--- src/rtl/fp_add_sub_lzc_normalizer.sv ---
// Two-stage normalizer after the add/sub leading-one encoder: coarse byte shift,
// then fine bit shift, with the exponent reduced by the total shift amount.
module fp_add_sub_lzc_normalizer #(
  parameter int WIDTH   = 32,
  parameter int WIDTHAD = 5,
  parameter int EXPW    = 8
) (
  input  logic               clock,
  input  logic               aclr,
  input  logic               clk_en,
  input  logic               in_valid,
  input  logic [WIDTH-1:0]   data,
  input  logic [WIDTHAD-1:0] q,
  input  logic               zero,
  input  logic [EXPW-1:0]    exp_in,
  output logic               out_valid,
  output logic [WIDTH-1:0]   result,
  output logic [EXPW-1:0]    exp_out,
  output logic               exp_underflow,
  output logic               result_zero
);

  localparam int STAGES = 2;

  typedef struct packed {
    logic [WIDTH-1:0] mant;
    logic [2:0]       fine;
    logic             zero;
    logic [EXPW:0]    diff;   // sign in MSB
  } s1_t;

  logic [WIDTHAD-1:0] shift;
  logic [WIDTHAD-1:0] coarse;
  logic               uf;

  s1_t                s1_d, s1_q;
  logic [STAGES:1]    vld_pipe_d, vld_pipe_q;
  logic [WIDTH-1:0]   result_d, result_q;
  logic [EXPW-1:0]    exp_out_d, exp_out_q;
  logic               exp_underflow_d, exp_underflow_q;
  logic               result_zero_d, result_zero_q;

  // Stage 1: shift by whole bytes; the low three shift bits ride along.
  always_comb begin
    shift     = WIDTHAD'(WIDTH - 1) - q;
    coarse    = {shift[WIDTHAD-1:3], 3'b000};
    s1_d      = '0;
    s1_d.mant = data << coarse;
    s1_d.fine = shift[2:0];
    s1_d.zero = zero;
    s1_d.diff = {1'b0, exp_in} - (EXPW + 1)'(shift);
  end

  // Stage 2: finish the shift; a non-positive exponent clamps to 0 and flags underflow.
  always_comb begin
    uf              = s1_q.diff[EXPW] || (s1_q.diff == '0);
    result_d        = s1_q.zero ? '0 : (s1_q.mant << s1_q.fine);
    exp_out_d       = (s1_q.zero || uf) ? '0 : s1_q.diff[EXPW-1:0];
    exp_underflow_d = !s1_q.zero && uf;
    result_zero_d   = s1_q.zero;
    vld_pipe_d      = {vld_pipe_q[STAGES-1:1], in_valid};
  end

  always_ff @(posedge clock or posedge aclr) begin
    if (aclr) begin
      s1_q            <= '0;
      vld_pipe_q      <= '0;
      result_q        <= '0;
      exp_out_q       <= '0;
      exp_underflow_q <= 1'b0;
      result_zero_q   <= 1'b0;
    end else if (clk_en) begin
      s1_q            <= s1_d;
      vld_pipe_q      <= vld_pipe_d;
      result_q        <= result_d;
      exp_out_q       <= exp_out_d;
      exp_underflow_q <= exp_underflow_d;
      result_zero_q   <= result_zero_d;
    end
  end

  assign out_valid     = vld_pipe_q[STAGES];
  assign result        = result_q;
  assign exp_out       = exp_out_q;
  assign exp_underflow = exp_underflow_q;
  assign result_zero   = result_zero_q;

endmodule

--- config.mk ---
export PLATFORM = sky130hd
export DESIGN_NAME = fp_add_sub_lzc_normalizer
export DESIGN_NICKNAME = d
export VERILOG_FILES = /design/src/rtl/fp_add_sub_lzc_normalizer.sv
export SDC_FILE = /design/constraint.sdc
export NUM_CORES = 1
export LEC_CHECK = 0
export ABC_AREA = 1
export CAP_MARGIN = 30
export CORE_ASPECT_RATIO = 1.75
export CORE_MARGIN = 4
export CORE_UTILIZATION = 53
export CTS_BUF_LIST = sky130_fd_sc_hd__clkbuf_4 sky130_fd_sc_hd__clkbuf_8 sky130_fd_sc_hd__clkbuf_16
export DETAILED_ROUTE_END_ITERATION = 8
export PLACE_DENSITY = 0.81
export SETUP_SLACK_MARGIN = 0.15
export SLEW_MARGIN = 5
export SYNTH_ARGS = -nofsm -noshare
export SYNTH_HDL_FRONTEND = slang
export SYNTH_SLANG_ARGS = --single-unit
--- constraint.sdc ---
create_clock -name clock -period 3.5 [get_ports clock]
set_clock_uncertainty 0.1 [all_clocks]
set_input_delay 0.35 -clock clock [delete_from_list [all_inputs] [get_ports clock]]
set_output_delay 0.35 -clock clock [all_outputs]
set_load 0.05 [all_outputs]
# Word-level counts from Yosys, hierarchy flattened
# Index checks and enable logic that the tools add are counted.
# word_totals
reg_bits	89
word_cells	20
# classes
add_sub_neg	2
shifts	2
mux	2
n_reduce_logical	5
# ops
operator	n
$mux 32	1
$shl 32x3->32	1
$shl 32x5->32	1
$logic_not 9->1	1
$sub 8x5->9	1
$mux 8	1
$sub 5x5->5 const A	1
$logic_or 1x1->1	2
$logic_and 1x1->1	1
$logic_not 1->1	1

# Depth between registers and ports, before layout
# Gate-level depths: netlist of run 1.
# depth
word_depth	4
ltp_mapped	10
depth_no_buf	10

# Worst setup path after synthesis of run 1
# No wires, ideal clock.
# synth_timing
path_type	input to register
start	input q[0]
end	register s1_q[6] (netlist bit)
arrival_time_ns	1.346
setup_slack_ns	1.930
stages	10
n_path_buf	0
cell_sequence	inv_1 -> ha_1 -> inv_1 -> fa_1 -> nand2_1 -> nand2_1 -> nand3_1 -> nand2_1 -> nand2_1 -> a21oi_1
# synth_between
elab_chain_len	2
# synth_lines
element	line_no	source
from (decl)	13	input logic [WIDTHAD-1:0] q,
$sub 5x5->5	45	shift = WIDTHAD'(WIDTH - 1) - q;
$sub 8x5->9	51	s1_d.diff = {1'b0, exp_in} - (EXPW + 1)'(shift);
to (signal assigned)	66	s1_q <= '0;
to (signal assigned)	73	s1_q <= s1_d;
to (decl)	36	s1_t s1_d, s1_q;
# Every way passes these cells.
# A chain may end at the register's enable or synchronous reset.

# Worst setup path after layout of run 1
# layout_timing
start	input q[4]
end	register s1_q[34] (netlist bit)
# layout_between
elab_chain_len	2
# layout_lines
element	line_no	source
$sub 5x5->5	45	
$shl 32x5->32	48	s1_d.mant = data << coarse;
# Every way passes these cells.

==> results of run 1 <==
layer usage:
metal  vias up  GRT usage [%]
met1      2256           29.8
met4         0           9.68
met2       213           44.5
met3        45           4.33
li1       2330              -
met5         -              0
layout make-up:
type                            count  area (µm²)
Clock buffer                       11         246
Multi-Input combinational cell    482        2260
Timing Repair Buffer               98         978
Tap cell                          120         150
Inverter                           51         198
Clock inverter                      3        42.5
Fill cell                         757        2940
Sequential cell                    89        2230
synth_stat cells (2+ instances only):
cell type,n,area share (%)
mux2i_1,2,0.41
clkbuf_1,19,1.5
o21ai_1,2,0.20
nand2_1,213,16
or2_2,2,0.26
inv_4,2,0.26
ha_1,5,1.3
buf_2,15,1.5
buf_6,3,0.69
inv_2,2,0.15
o211ai_1,3,0.46
nor2_1,20,1.5
buf_4,5,0.77
o22ai_1,8,1.0
a21oi_1,40,4.1
a22oi_1,5,0.77
a22o_1,2,0.36
nor2_4,2,0.46
inv_1,46,3.5
a31oi_1,4,0.51
nand4_1,10,1.3
dfrtp_1,89,45
nand3_1,90,9.2
o21ai_0,68,6.9
through the flow:
stage | instance area, µm² | hold WS, ns | worst slack, ns | std cells | total power [mW]
final | 6100 | 0.314 | 1.36 | 854 | 3.15
after global routing | 6100 | 0.371 | 1.22 | 854 | 3.30
after CTS | 6100 | 0.338 | 1.41 | 854 | 3.16
after detailed placement | 5810 | 0.371 | 1.07 | 840 | 2.22
after global placement | 5810 | 0.354 | 1.13 | 840 | 2.19
after floorplan | 4900 | 0.342 | 0.743 | 665 | 1.90
power groups by stage:
stage / clock (mW) / combinational [mW] / sequential, mW
2_1_floorplan: 0 / 0.382 / 1.51
5_1_grt: 0.998 / 1.04 / 1.26
4_1_cts: 0.949 / 0.961 / 1.25
3_5_place_dp: 0 / 0.956 / 1.26
6_report: 0.945 / 0.962 / 1.25
3_3_place_gp: 0 / 0.939 / 1.25
worst max-delay path, cell delays in order:
cell,delay [ns]
clkdlybuf4s50_1,0.76
inv_1,0.53
a21oi_1,0.29
o21ai_0,0.13
nand2_1,0.10
o21ai_0,0.09
sequential cells by signal, summed over array words and instances (netlist names):
name	cells
result_zero	1
vld_pipe_q	2
exp_out	8
result_zero_d	1
exp_underflow	1
result	32
s1_q	44
worst min-delay path by stage:
stage / slack, ns / to / start
after detailed placement: 0.37 / exp_out[7]$_DFFE_PP0P_ / exp_out[7]$_DFFE_PP0P_
after floorplan: 0.34 / vld_pipe_q[1]$_DFFE_PP0P_ / vld_pipe_q[1]$_DFFE_PP0P_
after global routing: 0.37 / s1_q[42]$_DFFE_PP0P_ / aclr
final: 0.31 / s1_q[40]$_DFFE_PP0P_ / aclr
after global placement: 0.35 / vld_pipe_q[1]$_DFFE_PP0P_ / vld_pipe_q[1]$_DFFE_PP0P_
after CTS: 0.34 / s1_q[42]$_DFFE_PP0P_ / aclr
cells by family after synthesis:
kind of cell             Yosys count  synth area share [%]
AO/OA/AOI/OAI                    132                  14.3
adder cells (fa/ha/maj)            6                  1.68
buffers and inverters             94                  8.55
multiplexers                       2                 0.408
flip-flops                        89                  45.4
AND/OR/NAND/NOR                  342                  29.6
==> impl_results.md, run 1 <==
- Std-Cell Core Area: 9040 µm²
- Final slew viol count: 0
- Critical Path Start Type: input port
- DP Wirelength: 9670 µm
- Vias in the first global route: 4,569
- Final setup viols: 0
- Asr flop ratio synth: 100%
- Initial DRC Count: 412
- Peak VDD IR: 0.299 mV
- Placer Congestion: 0.939
- Largest net degree at the start of global routing: 80
- Routed Antenna Nets: 0
- Worst-skew pair later-pin latency: 0.34 ns
- Net load switching power: 1.10 mW
- Maximum fanout along the worst path: 31
- Initial Utilization: 54.3%
- Final net count: 787
- Switching Fraction: 34.9%
- Met2 WL post-DR: 6790 µm
- CP required: 3.60 ns
- Number of diodes: 0
- Pint: 2.05 mW
- Critical Path Sink: s1_q[34]$_DFFE_PP0P_
- Mapped Nets: 721
- Number of CTS-inserted buffers: 9
- Clock Tree Root: clkbuf_16
- Synth warnings: 0
- Minimum clock period: 2.14 ns
- Seq/Total Area, Yosys: 45.4%
- Clock transition at path regs: 0.06 ns
- Clock Path Buffers: 2
- Crit path kind: in -> reg
- CP endpoint kind: register
- Synth cell types: 32
- Commonest non-fill, non-tap cell in the layout: nand2_1
- Post-CTS Setup Repair Bufs: 0
- Crit path launch: q[4]
- Met3 WL: 781 µm
- CTS tree: yes
- CP arrival: 2.24 ns
- Commonest non-fill, non-tap cells in the layout: 213 x nand2_1, 92 x clkdlybuf4s50_1, 90 x nand3_1, 89 x dfrtp_1, 68 x o21ai_0
- Rows: 46
- Total Wirelength: 13,000 µm
- PwrDens: 517 nW/µm²
- GRT overflow: 0
- Area of the die: 10,900 µm²
- DR top layer: met4
- Unrepaired setup endpoints after global routing: false
- Slew HR: 39.8%
- Share of cells above drive strength 1: 4.09%
- Die Span Y: 135 µm
- Worst-margin pin slew: 0.902 ns
- H-tree lvl count: 3
- Status: finished clean
- Vias: 4,844
- FMAX: 0.467 GHz
- I/O pin total: 93
- Metal-1 WL: 4970 µm
- EDFF count, synth: 0
- Max cap viols: 0
- Worst r2r dst: result[22]$_DFFE_PP0P_
- Initial antenna violation count: 0
- Hold_buf cts: 0
- Leak Pwr: 2.87 nW
- Total global-route track usage: 25.1%
- Die span in x: 80.7 µm
- Post-synthesis cell area: 4900 µm²
- 1st-pass router iterations: 6
- Wirelength per Cell: 15.2 µm
- Final Util: 67.5%
- Commonest register cell after synthesis: dfrtp_1
- R2r setup slk: 1.51 ns
- Type of the most critical hold path: in -> async
- Reg2reg path depth: 5
- Post-CTS Resized: 0
- Reg2reg start: s1_q[10]$_DFFE_PP0P_
- Sink Count: 89
- Avg Cell Area, Syn: 7.38 µm²
- Synth Instances: 665
- Fin crit share: 61.2%
- Gate power share: 30.5%
- Count of input and output buffers: 92
- Reg power frac: 39.5%
- First-pass GRT wire length: 21,500 µm
- Fin Setup TNS: 0 ns
- DR vias/cell: 5.67
- Synthesis-to-finish area growth: 24.4%
- Clk network pwr share: 30.0%
- DRC errors left: 0
- Hold Fails Final Rpt: 0
- Synth Register Bits: 89
Note: power is estimated with default switching activity, not from simulation.
==> inputs of run 2 (changes only) <==
==> constraint.sdc (replaced) <==
create_clock -name clock -period 2.1 [get_ports clock]
set_clock_uncertainty 0.1 [all_clocks]
set_input_delay 0.21 -clock clock [delete_from_list [all_inputs] [get_ports clock]]
set_output_delay 0.21 -clock clock [all_outputs]
set_load 0.05 [all_outputs]
==> impl_results.md, run 2 (same netlist as run 1, synthesis figures left out) <==
- Largest net degree at the start of global routing: 80
- Fin Setup TNS: 0 ns
- Unrepaired setup endpoints after global routing: false
- WP buf/inv: 1
- Synthesis-to-finish area growth: 27.1%
- Vias in the first global route: 4,545
- Crit path kind: reg -> out
- Total global-route track usage: 25.7%
- Hold Fails Final Rpt: 0
- H-tree lvl count: 3
- GRT overflow: 0
- Clock Tree Root: clkbuf_16
- Rows: 46
- Vias: 4,844
- Routed Antenna Nets: 0
- Wirelength per Cell: 15.5 µm
- Final slew viol count: 0
- Initial Utilization: 54.3%
- Max reg flops: 44
- Clock transition at path regs: 0.06 ns
- Area of the die: 10,900 µm²
- Number of diodes: 0
- Commonest non-fill, non-tap cell in the layout: nand2_1
- CTS tree: yes
- Post-CTS Resized: 0
- Die Span Y: 135 µm
- Total Power: 5.36 mW
- Placer Congestion: 0.872
- Worst-skew pair later-pin latency: 0.34 ns
- Fin crit share: 87.8%
- DR vias/cell: 5.61
- CP endpoint kind: output pin
- Crit path cell chain: clkdlybuf4s50_1
- Clock Path Buffers: 2
- Maximum fanout along the worst path: 2
- DRC errors left: 0
- Worst-margin pin slew: 0.763 ns
- Die span in x: 80.7 µm
- Final setup viols: 0
- Count of input and output buffers: 92
- Design Area, Final: 6230 µm²
- CP max stage delay: 0.83 ns
- Largest Register: s1_q
- Commonest non-fill, non-tap cells in the layout: 213 x nand2_1, 92 x clkdlybuf4s50_1, 90 x nand3_1, 89 x dfrtp_1, 68 x o21ai_0
- Number of CTS-inserted buffers: 9
- Peak VDD IR: 0.560 mV
- Initial antenna violation count: 0
- Max cap viols: 0
- Dpl cell area: 5930 µm²
- DP Wirelength: 10,000 µm
- Post-CTS Setup Repair Bufs: 0
- Met3 Track Usage GR: 3.20%
- Met2 global-route usage: 44.3%
- Type of the most critical hold path: in -> async
- Minimum clock period: 1.84 ns
- Final net count: 794
- R2r setup slk: 0.34 ns
- CP required: 1.79 ns
- I/O pin total: 93
- Critical path's top delay family: buffers and inverters
- Hold_buf cts: 0
- Final setup margin: 0.256 ns
- Busiest grt layer: met2
- Share of cells above drive strength 1: 5.25%
- Sink Count: 89
- FMAX: 0.542 GHz
- Initial DRC Count: 315
- Leak Pwr: 2.92 nW
- Total Wirelength: 13,400 µm
- Critical Path Start Type: register
- Status: finished clean
- Slew HR: 49.1%
- CP arrival: 1.53 ns
- Met1 GRT Util: 30.9%
- Worst path slowest cell: clkdlybuf4s50_1
- PwrDens: 859 nW/µm²
- 1st-pass router iterations: 5
- Pre-CTS setup slack: 0.0330 ns
- First-pass GRT wire length: 21,800 µm
- Std-Cell Core Area: 9040 µm²
## run 2: cell count changes in the layout (fill, tap and decap cells not counted), sizes merged
cell / change
clkinvlp: +3
clkinv: -1
inv: +1
clkbuf: -1
buf: +7
## run 2: metal layers
layer | vias to the layer above | share of wire (%)
li1 | 2354 | -
met3 | 36 | 4.8
met5 | - | 0
met4 | 0 | 4.4
met2 | 186 | 52
met1 | 2268 | 39
## run 2: layout make-up
class / instances / area (µm²)
multi-input cells: 482 / 2260
clock inverters: 6 / 66.3
flip-flops and latches: 89 / 2230
inverters: 51 / 200
fillers: 801 / 2800
well taps: 120 / 150
repair buffers: 105 / 1090
clock buffers: 10 / 239
## run 2: worst paths after layout
check / startpoint / cells after the start / end
setup / recovery: exp_out[2]$_DFFE_PP0P_ / 1 / exp_out[2]
hold / removal: aclr / 2 / result_zero_d$_DFFE_PP0P_
setup reg to reg: s1_q[10]$_DFFE_PP0P_ / 5 / result[11]$_DFFE_PP0P_
hold reg to reg: exp_out[5]$_DFFE_PP0P_ / 2 / exp_out[5]$_DFFE_PP0P_
max in group asynchronous: aclr / 3 / s1_q[29]$_DFFE_PP0P_
min in group clock: zero / 3 / result_zero_d$_DFFE_PP0P_
## run 2: per-stage QoR
stage | hold WS (ns) | std cells | util [%]
after detailed placement | 0.371 | 847 | 65.6
after global routing | 0.243 | 863 | 69.0
after global placement | 0.357 | 847 | 65.6
final | 0.204 | 863 | 69.0
after CTS | 0.212 | 863 | 69.0
after floorplan | 0.222 | 665 | -
## run 2: report_power, final
group          switching (mW)  internal, mW  total (mW)
clock                   0.683         0.956        1.64
combinational            1.08         0.564        1.64
sequential              0.143          1.93        2.07
total                    1.90          3.45        5.36
## run 2: worst register-to-register path: cells and delay by family, from the launching register on
family	cells	cell delay [ns]
flops	1	0.58
compound gates	1	0.28
buf+inv	1	0.27
simple gates	3	0.40
